`src/rtl/irq_request_latch.sv`:
```
// Purpose: edge-detect 8 interrupt lines, latch them as pending and present one at a time to a consumer.
// Latency: an edge sampled at edge N sets pend at N; irq_valid rises after edge N+1 when idle.
// Backpressure: a presented request holds until irq_ack; new edges queue in pend, or are flagged lost.
module irq_request_latch (
    input  logic       clk,
    input  logic       rst,
    input  logic [7:0] irq_in,
    input  logic [7:0] mask,
    input  logic [2:0] enc_y,
    input  logic       irq_ack,
    input  logic       clr_lost,
    output logic [7:0] enc_i,
    output logic       enc_en,
    output logic       irq_valid,
    output logic [2:0] irq_id,
    output logic [7:0] lost
);

    typedef enum logic [1:0] {
        IDLE  = 2'd0,
        VALID = 2'd1,
        CLEAR = 2'd2
    } state_t;

    state_t     state;
    state_t     state_nxt;
    logic [7:0] irq_d;
    logic [7:0] pend;
    logic [7:0] irq_event;
    logic [7:0] clr_vec;
    logic [7:0] lost_set;
    logic       capture;
    logic       ack_hit;

    // Rising edges only; irq_d resets to zero so a line held high through reset counts once.
    assign irq_event = irq_in & ~irq_d;

    // Masking only gates arbitration; pending state is kept regardless of mask.
    assign enc_i  = pend & ~mask;
    assign enc_en = |enc_i;

    assign irq_valid = (state == VALID);

    // The acknowledged line is cleared on the ack edge; a coincident edge on that line re-arms it.
    assign clr_vec  = ack_hit ? (8'd1 << irq_id) : 8'd0;
    assign lost_set = irq_event & pend & ~clr_vec;

    // Next-state decode: capture the encoder result on entry to VALID, clear on ack.
    always_comb begin
        state_nxt = state;
        capture   = 1'b0;
        ack_hit   = 1'b0;
        unique case (state)
            IDLE: begin
                if (enc_en) begin
                    state_nxt = VALID;
                    capture   = 1'b1;
                end
            end
            VALID: begin
                if (irq_ack) begin
                    state_nxt = CLEAR;
                    ack_hit   = 1'b1;
                end
            end
            CLEAR: begin
                // One dead cycle so the encoder settles on the updated pend before rearbitration.
                state_nxt = IDLE;
            end
            default: begin
                state_nxt = IDLE;
            end
        endcase
    end

    // State register.
    always_ff @(posedge clk or posedge rst) begin
        if (rst) begin
            state <= IDLE;
        end else begin
            state <= state_nxt;
        end
    end

    // Presented index is frozen from capture until the next capture.
    always_ff @(posedge clk or posedge rst) begin
        if (rst) begin
            irq_id <= 3'd0;
        end else if (capture) begin
            irq_id <= enc_y;
        end
    end

    // Edge-detect history and pending vector.
    always_ff @(posedge clk or posedge rst) begin
        if (rst) begin
            irq_d <= 8'd0;
            pend  <= 8'd0;
        end else begin
            irq_d <= irq_in;
            pend  <= (pend & ~clr_vec) | irq_event;
        end
    end

    // Sticky lost flags; a new set in the same cycle as clr_lost wins.
    always_ff @(posedge clk or posedge rst) begin
        if (rst) begin
            lost <= 8'd0;
        end else if (clr_lost) begin
            lost <= lost_set;
        end else begin
            lost <= lost | lost_set;
        end
    end

endmodule

```
`config.mk`:
```
export PLATFORM = sky130hd
export DESIGN_NAME = irq_request_latch
export DESIGN_NICKNAME = d
export VERILOG_FILES = /design/src/rtl/irq_request_latch.sv
export SDC_FILE = /design/constraint.sdc
export NUM_CORES = 1
export LEC_CHECK = 0
export CAP_MARGIN = 40
export CELL_PAD_IN_SITES_DETAIL_PLACEMENT = 1
export CELL_PAD_IN_SITES_GLOBAL_PLACEMENT = 1
export CORE_MARGIN = 3
export CORE_UTILIZATION = 40
export CTS_BUF_LIST = sky130_fd_sc_hd__clkbuf_8
export DETAILED_ROUTE_END_ITERATION = 7
export DONT_BUFFER_PORTS = 1
export PLACE_DENSITY_LB_ADDON = 0.1
export SETUP_SLACK_MARGIN = 0.4
export SYNTH_ARGS = -nofsm -noshare
export SYNTH_HDL_FRONTEND = slang
export SYNTH_SLANG_ARGS = --single-unit
export TNS_END_PERCENT = 100
```
`constraint.sdc`:
```
create_clock -name clk -period 3.4 [get_ports clk]
set_input_delay 0.34 -clock clk [delete_from_list [all_inputs] [get_ports clk]]
set_output_delay 0.34 -clock clk [all_outputs]
set_load 0.01 [all_outputs]
```
# Word level (Yosys, flattened, before mapping)
# Index checks and enable logic that the tools add are counted.
[classes]
n_eq_ne = 3
shifts = 1
muxes = 9
bitwise = 10
reduce_logical = 3
[ops]
columns = ["op", "n"]
rows = [
  ["8-bit AND", 5],
  ["8-bit NOT", 3],
  ["8-bit two-way mux", 2],
  ["8-bit bitwise OR", 2],
  ["8-bit OR reduction", 1],
  ["1-bit by 3-bit << shifter with 8-bit output (first input constant)", 1],
  ["1-bit two-way mux", 4],
  ["2-bit two-way mux", 2],
  ["2-bit != test (second input constant)", 2],
  ["2-bit one-hot mux with 2 select lines", 1],
  ["2-bit by 1-bit == test with 1-bit output (second input constant)", 1],
  ["2-bit logical NOT", 1],
  ["2-bit AND reduction", 1],
]
[word_totals]
register_bits = 29
in_bits = 23
out_inout_bits = 21
word_cells = 31

# Depth between registers and ports, before layout
# Gate-level depths: netlist of the first run.
[depth]
depth_word = 7
depth_mapped = 4
depth_no_buf = 4

# Worst setup path after synthesis of the first run
# No wires, ideal clock.
[synth_timing]
kind = "reg-to-reg"
from = "reg pend[6]"
to = "reg irq_id[0]"
setup_time_ps = 125
t_arrival_ps = 1305
required_time_ps = 3275
path_slack_ps = 1970
path_stages_with_launch = 5
n_path_buf = 0
synth_period_minus_slack_ps = 1430
cell_sequence = "dfrtp_1 nor2b_4 nor4_2 a211o_4 mux2_4"
[synth_via]
elab_chain_cells = 4
[synth_lines]
columns = ["item", "line_no", "rtl"]
rows = [
  ["from (decl)", "28", "logic [7:0] pend;"],
  ["from (signal assigned)", "101", "pend <= (pend & ~clr_vec) | irq_event;"],
  ["8-bit AND", "39", "assign enc_i = pend & ~mask;"],
  ["net enc_i[6]", "12", "output logic [7:0] enc_i,"],
  ["8-bit OR reduction", "40", "assign enc_en = |enc_i;"],
  ["1-bit two-way mux", "55", "if (enc_en) begin"],
  ["1-bit two-way mux", "53", "unique case (state)"],
  ["to (signal assigned)", "90", "irq_id <= enc_y;"],
  ["to (decl)", "15", "output logic [2:0] irq_id,"],
]
# The timed path passes the listed nets, and every way through them passes these cells.
# A chain may end at the register's enable or synchronous reset.

# Worst setup path in the final report of the first run
[layout_timing]
from = "reg pend[6]"
to = "out enc_en"
[layout_via]
elab_chain_cells = 2
[layout_lines]
columns = ["item", "line_no", "rtl"]
rows = [
  ["8-bit AND", "39", ""],
  ["net enc_i[6]", "12", ""],
  ["8-bit OR reduction", "40", ""],
  ["to (decl)", "13", "output logic enc_en,"],
]
# The timed path passes the listed nets, and every way through them passes these cells.

==> results.md, run 1 <==
- Post-DP HPWL: 1790 microns
- Combinational share of power: 21.3%
- Hold-fix buffers, CTS: 0
- Layout cells sized above 1: 21.4%
- Post-synthesis cell area: 0.00117 sq mm
- Layout Utilization: 49.3%
- Setup_tns: 0 ns
- Crit. End Element: primary output
- 1st-pass router iterations: 5
- Clock sinks: 29
- Clock skew: ~0.0060 ns
- Crit path max fanout: 2
- Antenna Diode Count: 0
- Wire per inst: about 17 microns
- GPL Wtd Cong: a little over 0.7
- Clock buffer depth: 2
- GRT Util Overall: 15.3%
- Relative slew slack: 61.2%
- Worst setup slack after layout: about 1.7 ns
- Period utilization: 51.2%
- Mapped Nets: approximately 120
- Cell row count: 19
- Internal: ~0.00085 W
- Warnings, synthesis: 0
- Initial antenna violation count: 0
- P_leak: 0.623 nW
- IO Port Bufs: 0
- Synth unique cells: 15
- Die area: around 0.0036 sq mm
- Pin count of the biggest net entering global routing: 18
- Final hold viol count: 0
- Antenna viol nets, final: 0
- Filler cell count: 282
- Average size of a mapped cell: 12.4 sq um
- Starting Density: 42.2%
- Post-Route WL: 2340 microns
- Post-Synthesis Cells: 95
- Switching power: 0.000351 W
- Pre-CTS setup slack: roughly 1.8 ns
- DIE HEIGHT: 60.2 microns
- # DRC: 0
- H-Tree Depth: 2
- Sequential cell fraction of total power: 43.7%
- CP arrival: 1.40 ns
- Crit Path Class: flip-flop to primary output
- CORE AREA: 0.00278 sq mm
- Register area share after synthesis: just over 60%
- Final nets: approximately 130
- Via count of the first global-routing pass: between 700 and 800
- Setup crit start kind: flip-flop
- Grt total ovfl: 0
- CTS Root Cell: clkbuf_8
- Pwr Total: ~0.0012 W
- TritonCTS Buffers: 5
- Min Clock Period, post-route: 1.74 ns
- First-pass GRT wire length: 3910 microns
- P per Cell Area: about 900 mW/mm^2
- Worst-Skew Late Latency: 0.28 ns
- Via count: around 700
- Critical Path RT: 3.06 ns
- Main synth FF type: dfrtp_1
- Initial DRC count: 12
- Status: finished clean
- Achievable Freq: 575 MHz
- Yosys reg bits: 29
- Most common cell after layout, fill and taps aside: dfrtp_1
- Switching Fraction: 29.2%
- Hold WC Path Type: primary input to async pin
- Num ports: 44
- TritonCTS clock tree: done
- Async SR Flop Fraction: 100%
- Slew Limit Fails: 0
- Max-Cap Viols: 0
- # placed instances: 126
- Clock power share: a little over a third
- Most frequent cells in the layout: 29 x dfrtp_1, 12 x nand2b_1, 11 x nand2_1
- Actual slew at the worst max-slew pin: 0.581 ns
- Final setup fails: 0
- Area delta synth->final: 16.7%
- PostCTS Resize Cnt: 0
- Vias per cell: 5.22
- Number of flops mapped to enable cells by yosys: 0
- RSZ-0062 raised after global routing: false
- Die Width: 60.2 microns
- Post-CTS Setup Bufs: 0
- Worst vdd ir: 550 uV
- Layout Cells excl Fill: 134
- CTS clk-pin slew, worst paths: roughly 0.070 ns
-- metrics by stage --
stage	instance area (sq um)	hold slack, ns
finish	1370	0.00706
global route	1370	0.0364
CTS	1370	0.0174
detailed placement	1240	0.316
global placement	1210	0.372
floorplan	1170	0.371
-- metal layers --
| layer | routed length (microns) | GRT usage, % |
|---|---|---|
| met4 | 37 | 8.54 |
| met3 | 195 | 7.56 |
| met5 | 0 | 0 |
| met1 | 1040 | 18.9 |
| met2 | 1070 | 21.5 |
-- cell usage after synthesis (2+ instances only) --
cell,instances,share of area (%)
nor2b_4,5,5.9
o21ai_1,7,3.0
mux2_4,3,3.8
nand2b_1,12,6.4
nor2b_2,2,1.5
dfrtp_1,29,62
o31ai_1,2,1.3
o22ai_1,8,4.3
nand2_1,11,3.5
nor4_2,2,2.1
inv_1,10,3.2
-- final cells by class --
class / count / area (sq um) / area share, %
Clock buffer: 5 / 68.8 / 5.02
Inverter: 10 / 37.5 / 2.74
Sequential cell: 29 / 726 / 53.0
Tap cell: 31 / 38.8 / 2.83
Timing Repair Buffer: 1 / 27.5 / 2.01
Clock inverter: 3 / 65.1 / 4.75
Multi-Input combinational cell: 55 / 407 / 29.7
-- worst max-delay path, cell delays in order, from the launching register on --
cell and delay (ns):
dfrtp_1 0.38, nor2b_4 0.14, nor4_2 0.41, nand2_1 0.19
-- final timing paths --
path | start | end | slack (ns) | cells past startpoint
worst max-delay path | pend[6] | enc_en | 1.66 | 3
min in group clk | irq_in[2] | irq_d[2] | 0.09 | 0
worst min register to register | pend[5] | pend[5] | 0.52 | 2
worst min-delay path | rst | lost[3] | 0.007 | 1
worst max register to register | pend[6] | irq_id[1] | 1.82 | 4
max in group asynchronous | rst | pend[1] | 2.91 | 2
-- registers in the layout, indices dropped and copies added, names as in the netlist --
register,count
state,2
pend,8
irq_id,3
lost,8
irq_d,8
-- logic make-up (layout without fill, tap and decap cells) --
family          after synthesis  count (layout)  synth area share [%]
compound gates               18              18                  10.0
flops                        29              29                  61.8
buf+inv                      11              19                  3.52
simple gates                 34              34                  20.8
mux                           3               3                  3.84
-- power groups by stage --
stage,logic (W),clock network [W],registers [W]
global route,0.000285,0.000444,0.000538
detailed placement,0.000258,0,0.000530
CTS,0.000260,0.000424,0.000525
global placement,0.000249,0,0.000527
floorplan,0.000220,0,0.000502
finish,0.000256,0.000419,0.000524
No activity file was read; power rests on OpenSTA's default activity.
==> run 2: changes to the inputs <==
Clock period 3.4 ns to 1.6 ns, I/O delays scaled along.
==> results.md, run 2 (synthesis gave the netlist of run 1 again) <==
- Status: finished clean
- Clock sinks: 29 (unchanged)
- Area delta synth->final: 33.4%
- Multi-input logic area: 505 sq um (+24%)
- Via count: 785 (+12%)
- Initial DRC count: 16 (+4)
- Achievable Freq: 672 MHz
- CP max stage delay: 0.39 ns (-0.02 ns)
- Combinational share of power: 32.0% (+11 points)
- Reg2reg end: irq_id[0]
- Num ports: 44 (unchanged)
- Grt total ovfl: 0 (unchanged)
- Filler cell count: 275 (-2.5%)
- Crit Path Class: flip-flop to flip-flop
- Internal: 0.00168 W (+98%)
- Initial antenna violation count: 0 (unchanged)
- Min Clock Period, post-route: 1.49 ns
- Crit-path cells: nor2b_4 > nor4_4 > a211o_4 > mux2_4
- RSZ-0062 raised after global routing: true
- H-Tree Depth: 2 (unchanged)
- Pin count of the biggest net entering global routing: 30 (+12)
- Layout cells sized above 1: 33.3% (+12 points)
- Worst vdd ir: 1050 uV (+92%)
- FF+latch area: 727 sq um (+0.17%)
- Sequential cell fraction of total power: 45.1% (+1.4 points)
- CTS Root Cell: clkbuf_8
- DIE HEIGHT: 60.2 microns (unchanged)
- Final nets: 143 (+14%)
- Hold WC Path Type: primary input to flip-flop
- GPL Wtd Cong: 0.741 (+5.2%)
- Clock power share: 22.9% (-12 points)
- Setup_tns: 0 ns (unchanged)
- Slew Limit Fails: 0 (unchanged)
- Final setup fails: 0 (unchanged)
- IO Port Bufs: 0 (unchanged)
- Clock buffer depth: 2 (unchanged)
- First-pass GRT wire length: 4140 microns (+5.8%)
- P_leak: 0.722 nW (+16%)
- # placed instances: 127 (+0.79%)
- Antenna viol nets, final: 0 (unchanged)
- Worst r2r src: pend[2]
- Vias per cell: 5.20 (-0.34%)
- Pre-CTS setup slack: 0.114 ns (-1.70 ns)
- CTS clk-pin slew, worst paths: 0.06 ns (about the same)
- Most common cell after layout, fill and taps aside: dfrtp_1
- Relative slew slack: 70.9% (+9.6 points)
- # DRC: 0 (unchanged)
- Post-Route WL: 2790 microns (+19%)
- Worst-Skew Late Latency: 0.28 ns (about the same)
- Antenna Diode Count: 0 (unchanged)
- Die area: 0.00362 sq mm (unchanged)
- TritonCTS Buffers: 5 (unchanged)
- Cell row count: 19 (unchanged)
- GRT Util Overall: 16.9% (+1.7 points)
- Origin of the worst setup path: pend[2]
- P per Cell Area: 1620 mW/mm^2 (+85%)
- Worst setup slack after layout: 0.112 ns (-1.55 ns)
- Clock skew: 0.00448 ns (-0.00149 ns)
- Reg2reg setup slack: 0.11 ns (-1.71 ns)
- Layout Cells excl Fill: 151 (+13%)
- Period utilization: 93.0%
- Max-Cap Viols: 0 (unchanged)
- 1st-pass router iterations: 4 (-1)
- Regs by FF count: irq_d (8), lost (8), pend (8)
- Slowest cell on crit path: dfrtp_1
- Switching power: 0.000854 W (+140%)
- Most frequent cells in the layout: 28 x dfrtp_1, 11 x dlygate4sd3_1, 10 x inv_1, 10 x nand2b_1, 10 x nand2_1
- Via count of the first global-routing pass: 836 (+6.9%)
- Crit. End Element: flip-flop
- CP arrival: 1.65 ns (+0.25 ns)
- Actual slew at the worst max-slew pin: 0.436 ns (-0.145 ns)
- Die Width: 60.2 microns (unchanged)
- CORE AREA: 0.00278 sq mm (unchanged)
- TritonCTS clock tree: done
- Setup crit start kind: flip-flop
- Pwr Total: 0.00253 W (+110%)
- Crit path max fanout: 4 (+2)
- Reg2Reg Depth: 4 (unchanged)
- Wire per inst: 18.5 microns (+5.7%)
- Post-DP HPWL: 1910 microns (+6.7%)
- Switching Fraction: 33.7% (+4.4 points)
- Critical path endpoint: irq_id[0]
- Final hold viol count: 0 (unchanged)
- Starting Density: 42.2% (unchanged)
- Critical Path RT: 1.76 ns (-1.30 ns)
-- run 2: repair_timing --
action,in CTS,in global routing
hold endpoints to repair,46,0
buffers inserted,2,4
hold buffers,11,0
pin swaps,3,3
gates resized for setup,10,7
endpoints found under the setup margin,21,21
-- run 2: worst min-delay path by stage --
stage,to,cells after the start,start,slack [ns]
floorplan,irq_d[0],0,irq_in[0],0.19
global placement,lost[1],2,rst,0.14
detailed placement,irq_d[5],2,rst,0.15
CTS,irq_id[1],1,enc_y[1],0.02
global route,irq_id[1],1,enc_y[1],0.02
finish,irq_id[1],1,enc_y[1],0.03
-- run 2: per-layer routing --
layer	routed length, microns	global-route usage, %
met3	281	9.72
met2	1390	25.3
met5	0	0
met4	36	7.59
met1	1080	19.6
-- run 2: layout make-up --
| type | instances | share of cell area, % |
|---|---|---|
| Sequential cell | 29 | 46.4 |
| Multi-Input combinational cell | 55 | 32.3 |
| Timing Repair Buffer | 19 | 10.9 |
| Clock buffer | 6 | 5.28 |
| Tap cell | 31 | 2.48 |
| Inverter | 10 | 2.40 |
| Clock inverter | 1 | 0.240 |
-- run 2: stage by stage --
stage          cell area, sq um  utilization [%]  hold WS, ns
2_1_floorplan              1200                -        0.191
3_3_place_gp               1250             44.8        0.144
3_5_place_dp               1250             44.8        0.148
4_1_cts                    1510             54.1       0.0207
5_1_grt                    1570             56.3       0.0152
6_report                   1570             56.3       0.0264
-- run 2: power by group through the flow --
| stage | sequential (W) | clock, W | combinational [W] |
|---|---|---|---|
| after global placement | 0.00112 | 0 | 0.000568 |
| after CTS | 0.00114 | 0.000598 | 0.000699 |
| after detailed placement | 0.00112 | 0 | 0.000585 |
| after global routing | 0.00117 | 0.000632 | 0.000888 |
| final | 0.00114 | 0.000580 | 0.000812 |
| after floorplan | 0.00107 | 0 | 0.000492 |
-- run 2: critical path: cells and delay by family (launching register included) --
family	cells	cell delay (ns)
AO/OA/AOI/OAI	1	0.22
multiplexers	1	0.30
AND/OR/NAND/NOR	2	0.46
flip-flops	1	0.39
==> RTL edit: new RTL, flow settings as in run 2 <==
The 3 states of `state_t` get a one-hot encoding in 3 bits.
--- a/src/rtl/irq_request_latch.sv
+++ b/src/rtl/irq_request_latch.sv
@@ -16,10 +16,10 @@
     output logic [7:0] lost
 );
 
-    typedef enum logic [1:0] {
-        IDLE  = 2'd0,
-        VALID = 2'd1,
-        CLEAR = 2'd2
+    typedef enum logic [2:0] {
+        IDLE  = 3'b001,
+        VALID = 3'b010,
+        CLEAR = 3'b100
     } state_t;
 
     state_t     state;
Check against the original RTL: no difference found for any inputs over 10 cycles, from zero or initial values and one cycle with rst high; not proved beyond that.
==> RTL edit against run 2 <==
- core utilization up 1.7 points
- critical path depth unchanged
- global-route usage down 0.82 points
- sequential share of layout area down 1.3 points
- setup slack worse by 0.023 ns
- non-clock buffer count up 2
- total power down 2.7%
- area after synthesis up 7.4%
- sequential cell count up 1
- cell area up 6.5%
- count of clock-buffer cells in the layout unchanged
- routed wire length up 2.9%
- critical endpoint is now irq_id[2]
- highest routed layer unchanged
==> RTL edit: results <==
die:
  coreArea_sq_um: 2880
cells_and_area:
  fillers: 296
  multi_input_area_share: 0.326
  regArea_sq_um: 752
  fin_nets: 148
  clk_share: 0.0548
  n_all_inverters: 9
  multi_input_area_sq_um: 543
global_routing:
  grt_pass1_wl_microns: 4690
  grt_use_met2: 0.257
  grtUsageTotal: 0.161
  grt_max_degree: 31
synth:
  mappedNetlistArea_sq_um: 1260
  syn-num-nets: 121
  muxShareOfSynthArea: 0.0357
  synth_area_leaders: "dfrtp_1 (58%), nand2b_1 (5.5%), nor2b_4 (4.4%), o22ai_1 (4.0%), mux2_4 (3.6%)"
  ys_seq_area_frac: 0.597
  ys_top_cells_by_count: "dfrtp_1 (29), nand2_1 (11), nand2b_1 (11), inv_1 (9), o22ai_1 (8)"
clock_tree:
  cts_resized: 5
  hold_buffers: 10
  clock_sinks: 30
detailed_routing:
  initialDrtViolationCount: 17
  routed_wl_microns: 2870
  wl_met2_microns: 1490
  routed_via_density: 5.04
  wl_met3_microns: 246
outcome:
  status: "completed"
worst_setup_path:
  cp.arrival_ns: 1.67
  regToRegEndpoint: "irq_id[2]"
sta:
  tightest_slew_ns: 0.453
  finClkSkew_ns: 0.00721
placed_design:
  place_area_sq_um: 1350
  gp_congestion: 0.749
  hpwl_microns: 1990
pwr:
  p_leak_nw: 0.746
## RTL edit: worst max-delay path by stage
stage / endpoint / startpoint / slack, ns / cells after the start
floorplan: irq_id[0] / pend[4] / 0.21 / 4
global route: irq_id[0] / pend[6] / 0.04 / 4
global placement: irq_id[0] / pend[4] / 0.13 / 4
finish: irq_id[2] / pend[0] / 0.09 / 4
detailed placement: irq_id[2] / pend[4] / 0.09 / 4
CTS: enc_en / pend[4] / 0.09 / 3
## RTL edit: through the flow
step           total power, mW  worst slack, ns  hold slack, ns  cells
5_1_grt                   2.63           0.0403          0.0210    168
2_1_floorplan             1.55            0.205           0.191     98
3_5_place_dp              1.69           0.0917           0.149    141
4_1_cts                   2.39           0.0916          0.0222    161
3_3_place_gp              1.67            0.125           0.142    141
6_report                  2.47           0.0893          0.0322    168
## RTL edit: power by group
group          switching [mW]  internal [mW]  leakage [nW]
Sequential              0.220          0.912         0.334
Clock                   0.261          0.340        0.0524
Combinational           0.319          0.415         0.359
Total                   0.800           1.67         0.746
